==> config.mk <==
export PLATFORM = sky130hd
export DESIGN_NAME = fpmul_seq_ctrl
export DESIGN_NICKNAME = d
export VERILOG_FILES = /design/src/rtl/fpmul_seq_ctrl.sv
export SDC_FILE = /design/constraint.sdc
export NUM_CORES = 1
export LEC_CHECK = 0
export CORE_AREA = 5 5 156 158
export DETAILED_ROUTE_END_ITERATION = 6
export DIE_AREA = 0 0 161 163
export GPL_TIMING_DRIVEN = 0
export PLACE_DENSITY = 0.69
export SLEW_MARGIN = 20
export SYNTH_ARGS = -nofsm -noshare
export SYNTH_HDL_FRONTEND = slang
export SYNTH_SLANG_ARGS = --single-unit
==> constraint.sdc <==
create_clock -name clk -period 6.25 [get_ports clk]
set_clock_uncertainty 0.15 [all_clocks]
set_input_delay 0.625 -clock clk [delete_from_list [all_inputs] [get_ports clk]]
set_output_delay 0.625 -clock clk [all_outputs]
set_load 0.05 [all_outputs]
==> src/rtl/fpmul_seq_ctrl.sv <==
// Sequential IEEE-754 single-precision multiplier controller.
// Shift-add mantissa multiply over 24 cycles, truncating normalise, special bypass.
module fpmul_seq_ctrl #(
  parameter int SPECIAL_FAST = 1
) (
  input  logic        clk,
  input  logic        rst_n,
  input  logic        in_valid,
  output logic        in_ready,
  input  logic [31:0] in_a,
  input  logic [31:0] in_b,
  output logic        out_valid,
  input  logic        out_ready,
  output logic [31:0] out_p,
  output logic        out_ovf,
  output logic        out_unf,
  output logic        busy
);

  typedef enum logic [1:0] {
    IDLE,
    MUL,
    NORM,
    DONE
  } state_t;

  state_t             state;
  logic               sign;
  logic signed [9:0]  exp_sum;
  logic [23:0]        mant_a;
  logic [23:0]        mant_b;
  logic [47:0]        acc;
  logic [4:0]         cnt;
  logic               spec;
  logic [31:0]        spec_p;

  logic [7:0]         a_exp;
  logic [7:0]         b_exp;
  logic               a_zero;
  logic               b_zero;
  logic               a_inf;
  logic               b_inf;
  logic               any_nan;
  logic               in_spec;
  logic               in_sign;
  logic [31:0]        spec_res;
  logic signed [9:0]  exp_n;
  logic [22:0]        man_n;

  assign in_ready = (state == IDLE);
  assign busy     = !in_ready;

  assign a_exp   = in_a[30:23];
  assign b_exp   = in_b[30:23];
  assign a_zero  = (a_exp == 8'h00);
  assign b_zero  = (b_exp == 8'h00);
  assign a_inf   = (a_exp == 8'hFF) && (in_a[22:0] == 23'h0);
  assign b_inf   = (b_exp == 8'hFF) && (in_b[22:0] == 23'h0);
  assign any_nan = ((a_exp == 8'hFF) && (in_a[22:0] != 23'h0))
                || ((b_exp == 8'hFF) && (in_b[22:0] != 23'h0));
  assign in_spec = a_zero || b_zero
                || (a_exp == 8'hFF) || (b_exp == 8'hFF);
  assign in_sign = in_a[31] ^ in_b[31];

  always_comb begin
    spec_res = {in_sign, 31'h0};
    if (any_nan || (a_inf && b_zero) || (b_inf && a_zero))
      spec_res = 32'h7FC00000;
    else if (a_inf || b_inf)
      spec_res = {in_sign, 8'hFF, 23'h0};
  end

  // Product of two 1.x mantissas lies in [1,4): bit 47 picks the shift.
  always_comb begin
    exp_n = exp_sum;
    man_n = acc[45:23];
    if (acc[47]) begin
      exp_n = exp_sum + 10'sd1;
      man_n = acc[46:24];
    end
  end

  always_ff @(posedge clk or negedge rst_n) begin
    if (!rst_n) begin
      state     <= IDLE;
      out_valid <= 1'b0;
      out_p     <= 32'h0;
      out_ovf   <= 1'b0;
      out_unf   <= 1'b0;
      cnt       <= 5'd0;
      acc       <= 48'h0;
      sign      <= 1'b0;
      exp_sum   <= 10'sd0;
      mant_a    <= 24'h0;
      mant_b    <= 24'h0;
      spec      <= 1'b0;
      spec_p    <= 32'h0;
    end else begin
      unique case (state)
        IDLE: begin
          if (in_valid) begin
            sign    <= in_sign;
            exp_sum <= $signed({2'b00, a_exp} + {2'b00, b_exp} - 10'd127);
            mant_a  <= {1'b1, in_a[22:0]};
            mant_b  <= {1'b1, in_b[22:0]};
            acc     <= 48'h0;
            cnt     <= 5'd0;
            spec    <= in_spec;
            spec_p  <= spec_res;
            if ((SPECIAL_FAST != 0) && in_spec) begin
              out_p     <= spec_res;
              out_ovf   <= 1'b0;
              out_unf   <= 1'b0;
              out_valid <= 1'b1;
              state     <= DONE;
            end else begin
              state <= MUL;
            end
          end
        end
        MUL: begin
          if (mant_b[cnt])
            acc <= acc + ({24'h0, mant_a} << cnt);
          cnt <= cnt + 5'd1;
          if (cnt == 5'd23)
            state <= NORM;
        end
        NORM: begin
          out_valid <= 1'b1;
          state     <= DONE;
          out_ovf   <= 1'b0;
          out_unf   <= 1'b0;
          if (spec) begin
            out_p <= spec_p;
          end else if (exp_n >= 10'sd255) begin
            out_p   <= {sign, 8'hFF, 23'h0};
            out_ovf <= 1'b1;
          end else if (exp_n <= 10'sd0) begin
            out_p   <= {sign, 31'h0};
            out_unf <= 1'b1;
          end else begin
            out_p <= {sign, exp_n[7:0], man_n};
          end
        end
        DONE: begin
          if (out_ready) begin
            out_valid <= 1'b0;
            state     <= IDLE;
          end
        end
        default: state <= IDLE;
      endcase
    end
  end

endmodule

Yosys cells after proc, flatten, opt, wreduce, memory -nomap -nowiden

Index checks and enable logic that the tools add are counted.
Widths: inputs -> output; s select.

Add/subtract/negate cells: 5
$lt $le $gt $ge: 3
Eq/ne operators: 11
Shift operators: 1
Multiplexer cells: 35
Bitwise logic cells: 1
Reductions and logical operators: 30

Operator list:

| cell                  | number |
|---|---|
| $mux 32               | 4 |
| $mux 48               | 2 |
| $pmux 48 s2           | 1 |
| $mux 31               | 3 |
| $pmux 32 s2           | 1 |
| $add 48x48->48        | 1 |
| $shl 24x5->48         | 1 |
| $logic_not 23->1      | 2 |
| $reduce_bool 23->1    | 2 |
| $mux 23               | 1 |
| $eq 8x8->1 const B    | 2 |
| $logic_not 8->1       | 2 |
| $mux 1                | 11 |
| $add 10x2->10 const B | 1 |
| $ge 10x9->1 const B   | 1 |
| $le 10x1->1 const B   | 1 |
| $mux 10               | 1 |
| $pmux 5 s2            | 1 |
| $sub 9x7->10 const B  | 1 |
| $add 8x8->9           | 1 |
| $reduce_and 3->1      | 3 |
| $mux 2                | 4 |
| $ne 2x2->1 const B    | 4 |
| $pmux 2 s4            | 1 |
| other kinds (19)      | 34 |

Flip-flop bits (word level): 182
Bits of input ports: 68
Output and inout port bits: 37
Logic and storage cells: 99

Depth between registers and ports, before layout

Depth in word-level cells: 9
Gate-level depth with buffers: 21
Gate-level depth less buffers: 19

Worst setup path after synthesis

OpenSTA, ideal clock, no wires.

Kind: register to register
Start: register cnt[0]
End: register acc[41]
Library setup time: 0.121 ns
Arrival: 4.116 ns
Required time: 5.979 ns
Slack: 1.863 ns
Stages on the path, launching flop included: 20
Buffers on the path: 3
Clock period less this slack: 4.387 ns
Cell sequence: dfrtp_1 buf_6 buf_1 clkbuf_1 mux2i_1 nand2_1 o21ai_0 mux2i_1 o21ai_0 o22ai_1 ha_1 nand2_1 o21ai_0 nor3_1 a2bb2oi_1 nand2_1 o41ai_2 a41oi_1 xnor2_1 a22o_1

Longest elaborated chain between the ends: 4
Elaborated cells between the ends (all ways): 8
Those cells by class: add/sub: 1; eq/ne: 1; shift: 1; mux: 4; reduce/logical: 1

Ends and longest elaborated chain:

| item                                                   | line     | RTL |
|---|---|---|
| from (decl)                                            | 33       | `logic [4:0] cnt;` |
| from (signal assigned)                                 | 124      | `cnt <= cnt + 5'd1;` |
| $shl 24x5->48 / $bmux 1 s5 (equally long branches)     | 123, 122 |  |
| $add 48x48->48 / $mux 1 (equally long branches)        | 123, 122 |  |
| $mux 48 / $ne 2x2->1 (equally long branches)           | n/a      |  |
| $pmux 48 s2 / $reduce_and 3->1 (equally long branches) | n/a      |  |
| to (signal assigned)                                   | 123      | `acc <= acc + ({24'h0, mant_a} << cnt);` |
| to (decl)                                              | 32       | `logic [47:0] acc;` |

Parallel ways exist; a longest one is shown, timed or not. The select of a mux whose other input is x is not followed.
A chain may end at the register's enable or synchronous reset.

Worst setup path after layout

Start: register cnt[1]
End: register acc[47]

The elaborated chain is that of the path after synthesis.

==> results.cfg <==
[status]
status = finished with violations
violations = hold timing

[clocking]
numCtsBuffers = 17
cts_tree = done
clock_path_buffers = 2
ctsHoldBuffers = 0
root_buffer = clkbuf_16
htree_levels = 4
cts.sinks = 152
path_clk_slew_ns = 0.07
clk-insertion-delay-late_ns = 0.44

[setup_path]
r2r-start = cnt[1]
critical_path_class = flip-flop to flip-flop
path_cells = buf_1, buf_2, clkbuf_1, a211oi_1, a21oi_1, mux2i_1, mux2_2, o22ai_1, ha_1, nand4_1, nor3_1, nor3_1, a2bb2oi_1, nand2_1, o41ai_4, a31oi_1, o21a_1, o211ai_1
start_kind = flip-flop
slowest_stage = o41ai_4
crit_top_cell = nor3_1
rrSetupSlack_ns = 0.51
cp.buffers_inverters = 3
cp-end-kind = flip-flop
cp.required_ns = 6.41
r2r_end = acc[47]
critical-path-max-stage-delay_ns = 0.58
path_delay_family = compound AO/OA/AOI/OAI gates
cp_max_fo = 10
arrival_ns = 5.91
reg2reg_depth = 18

[yosys]
syn_nets = 1309
syn_inst = 1171
synth-main-ff-cell = dfrtp_1
synth_cell_types = 67
yosysSeqAreaShare = 0.348
synth_edf_count = 0
synthTopCellsByArea = dfrtp_1 35%, ha_1 7.8%, mux2_2 6.7%
ys_seq_elements = 152
yosys.area.top_type = dfrtp_1
async_flop_share = 1.00
syn_avg_cell_area_um2 = 9.34
syn_area_um2 = 10900
synth_top_area_frac = 0.348
yosysWarnings = 0

[route]
dr.pass1.iters = 5
vias_per_cell = 5.94
wire_per_inst_um = 19.0
drt_wl_total_um = 30400
drcViolationCount = 0
ant_nets = 0
drtIter0Drc = 613
num_vias = 9494

[global_routing]
grt_first_pass_wirelength_um = 49200
grtUsageTotal = 0.233
antenna_found_initial = 0
gr-total-overflow = 0
grt_pass1_vias = 9317
grt_max_degree = 91

[placed_design]
dpl_worst_slack_ns = 0.487
dp_hpwl_um = 23700
dp.cells = 1566
io_buffers = 104
gp_congestion = 0.921
placed_cell_area_um2 = 12400

[sta]
hold_violations = 8
drv_slew = 0
fin_tns_setup_ns = 0
worst_slew_pin_slew_ns = 0.868
fmax_mhz = 174
period_needed_ns = 5.74
setup_slack_ns = 0.506
whs_ns = -0.0237
rsz0062_at_grt = no
period_share = 0.919
slew_headroom = 0.422
finalSetupViolations = 0

[pwr]
power_leakage_nw = 5.61
power.density_nw_per_um2 = 592
vdd_drop_max_mv = 0.250

[floorplanning]
die_area_um2 = 26200
rows = 56
die_w_um = 161
start_util = 0.476
design.core.area_um2 = 23000
io_pins = 105
dieHeight_um = 163

[job]
cap_violations = 0

[hold_path]
hold_path.class = primary input to asynchronous set/reset pin

[layout]
instances_no_fill = 1598
n_antenna_cell = 0
final_nets = 1433
final_cell_area_um2 = 13000
area_growth_pct = 18.8
drive_gt1_frac = 0.0994
final_common_cell = dfrtp_1
final_util = 0.565
final_cell_mix = 152 x dfrtp_1, 137 x nand2_1, 103 x clkdlybuf4s50_1
==> layout make-up <==
| cell class | count | area, µm² |
|---|---|---|
| Buffer | 66 | 305 |
| Clock inverter | 15 | 178 |
| Inverter | 31 | 116 |
| Sequential cell | 152 | 3800 |
| Multi-Input combinational cell | 922 | 6720 |
| Tap cell | 290 | 363 |
| Timing Repair Buffer | 105 | 1070 |
| Clock buffer | 17 | 425 |
| Fill cell | 2075 | 9990 |
==> Yosys cell counts, drive strengths merged (8+ instances only) <==
master / count
and3: 13
a21oi: 81
and2: 10
nand2b: 12
clkbuf: 43
o22ai: 17
nand3: 29
xor2: 22
o21ai: 99
mux2: 65
o21bai: 8
ha: 68
inv: 30
nand2: 137
xnor2: 32
nor2: 52
a31oi: 12
nor3: 19
mux2i: 50
a22o: 41
mux4: 16
a21o: 21
o211ai: 8
buf: 23
nand4: 17
o22a: 8
dfrtp: 152
nor4: 15
==> state kept, by name, summed over array words and instances (netlist names) <==
register / flops
acc: 48
out_ovf: 1
out_valid: 1
mant_b: 23
mant_a: 24
spec: 1
out_p: 32
exp_sum: 10
cnt: 5
out_unf: 1
state: 2
spec_p: 3
sign: 1
==> report_power, final <==
| group | total, mW | internal (mW) | switching (mW) | leakage [nW] |
|---|---|---|---|---|
| registers | 1.64 | 1.34 | 0.301 | 1.96 |
| logic | 4.97 | 1.94 | 3.03 | 3.35 |
| clock network | 1.08 | 0.605 | 0.479 | 0.299 |
==> worst reg2reg max path, delay by kind of cell (launching register included) <==
family | cells | cell delay, ns
simple gates | 4 | 0.69
flops | 1 | 0.48
fa+ha+maj | 1 | 0.31
mux | 2 | 0.55
buf+inv | 3 | 1.20
compound gates | 8 | 2.24
==> metal layers <==
metal	track usage	part of all wire
met3	0.0387	0.048
met4	0.0729	0.023
met5	0	0
met1	0.316	0.46
met2	0.383	0.47
==> through the flow <==
stage	power [mW]	hold WS [ns]
4_1_cts	7.66	0.00227
6_report	7.69	-0.0237
2_1_floorplan	5.18	0.179
3_5_place_dp	6.54	0.320
5_1_grt	8.22	0.0241
3_3_place_gp	6.46	0.311
==> cells by family after synthesis <==
logic type	after synthesis	share of synthesized area
compound gates	341	0.201
mux	131	0.148
flops	152	0.348
xor+xnor	54	0.0432
fa+ha+maj	70	0.0815
buf+inv	97	0.0386
simple gates	326	0.140
==> worst max path at each step <==
stage | slack, ns | cells past startpoint | to | from
after global routing | 0.18 | 19 | acc[47] | cnt[0]
after CTS | 0.40 | 18 | acc[47] | cnt[1]
after floorplan | 1.86 | 19 | acc[41] | cnt[0]
after global placement | -2.02 | 1 | mant_a[14] | rst_n
after detailed placement | 0.49 | 18 | acc[47] | cnt[1]
final | 0.51 | 18 | acc[47] | cnt[1]
==> what timing repair did <==
action	4_1_cts	5_1_grt
setup buffers	0	0
resized for setup	0	1
endpoints found under the setup margin	0	1
(Power assumes the default switching activity.)
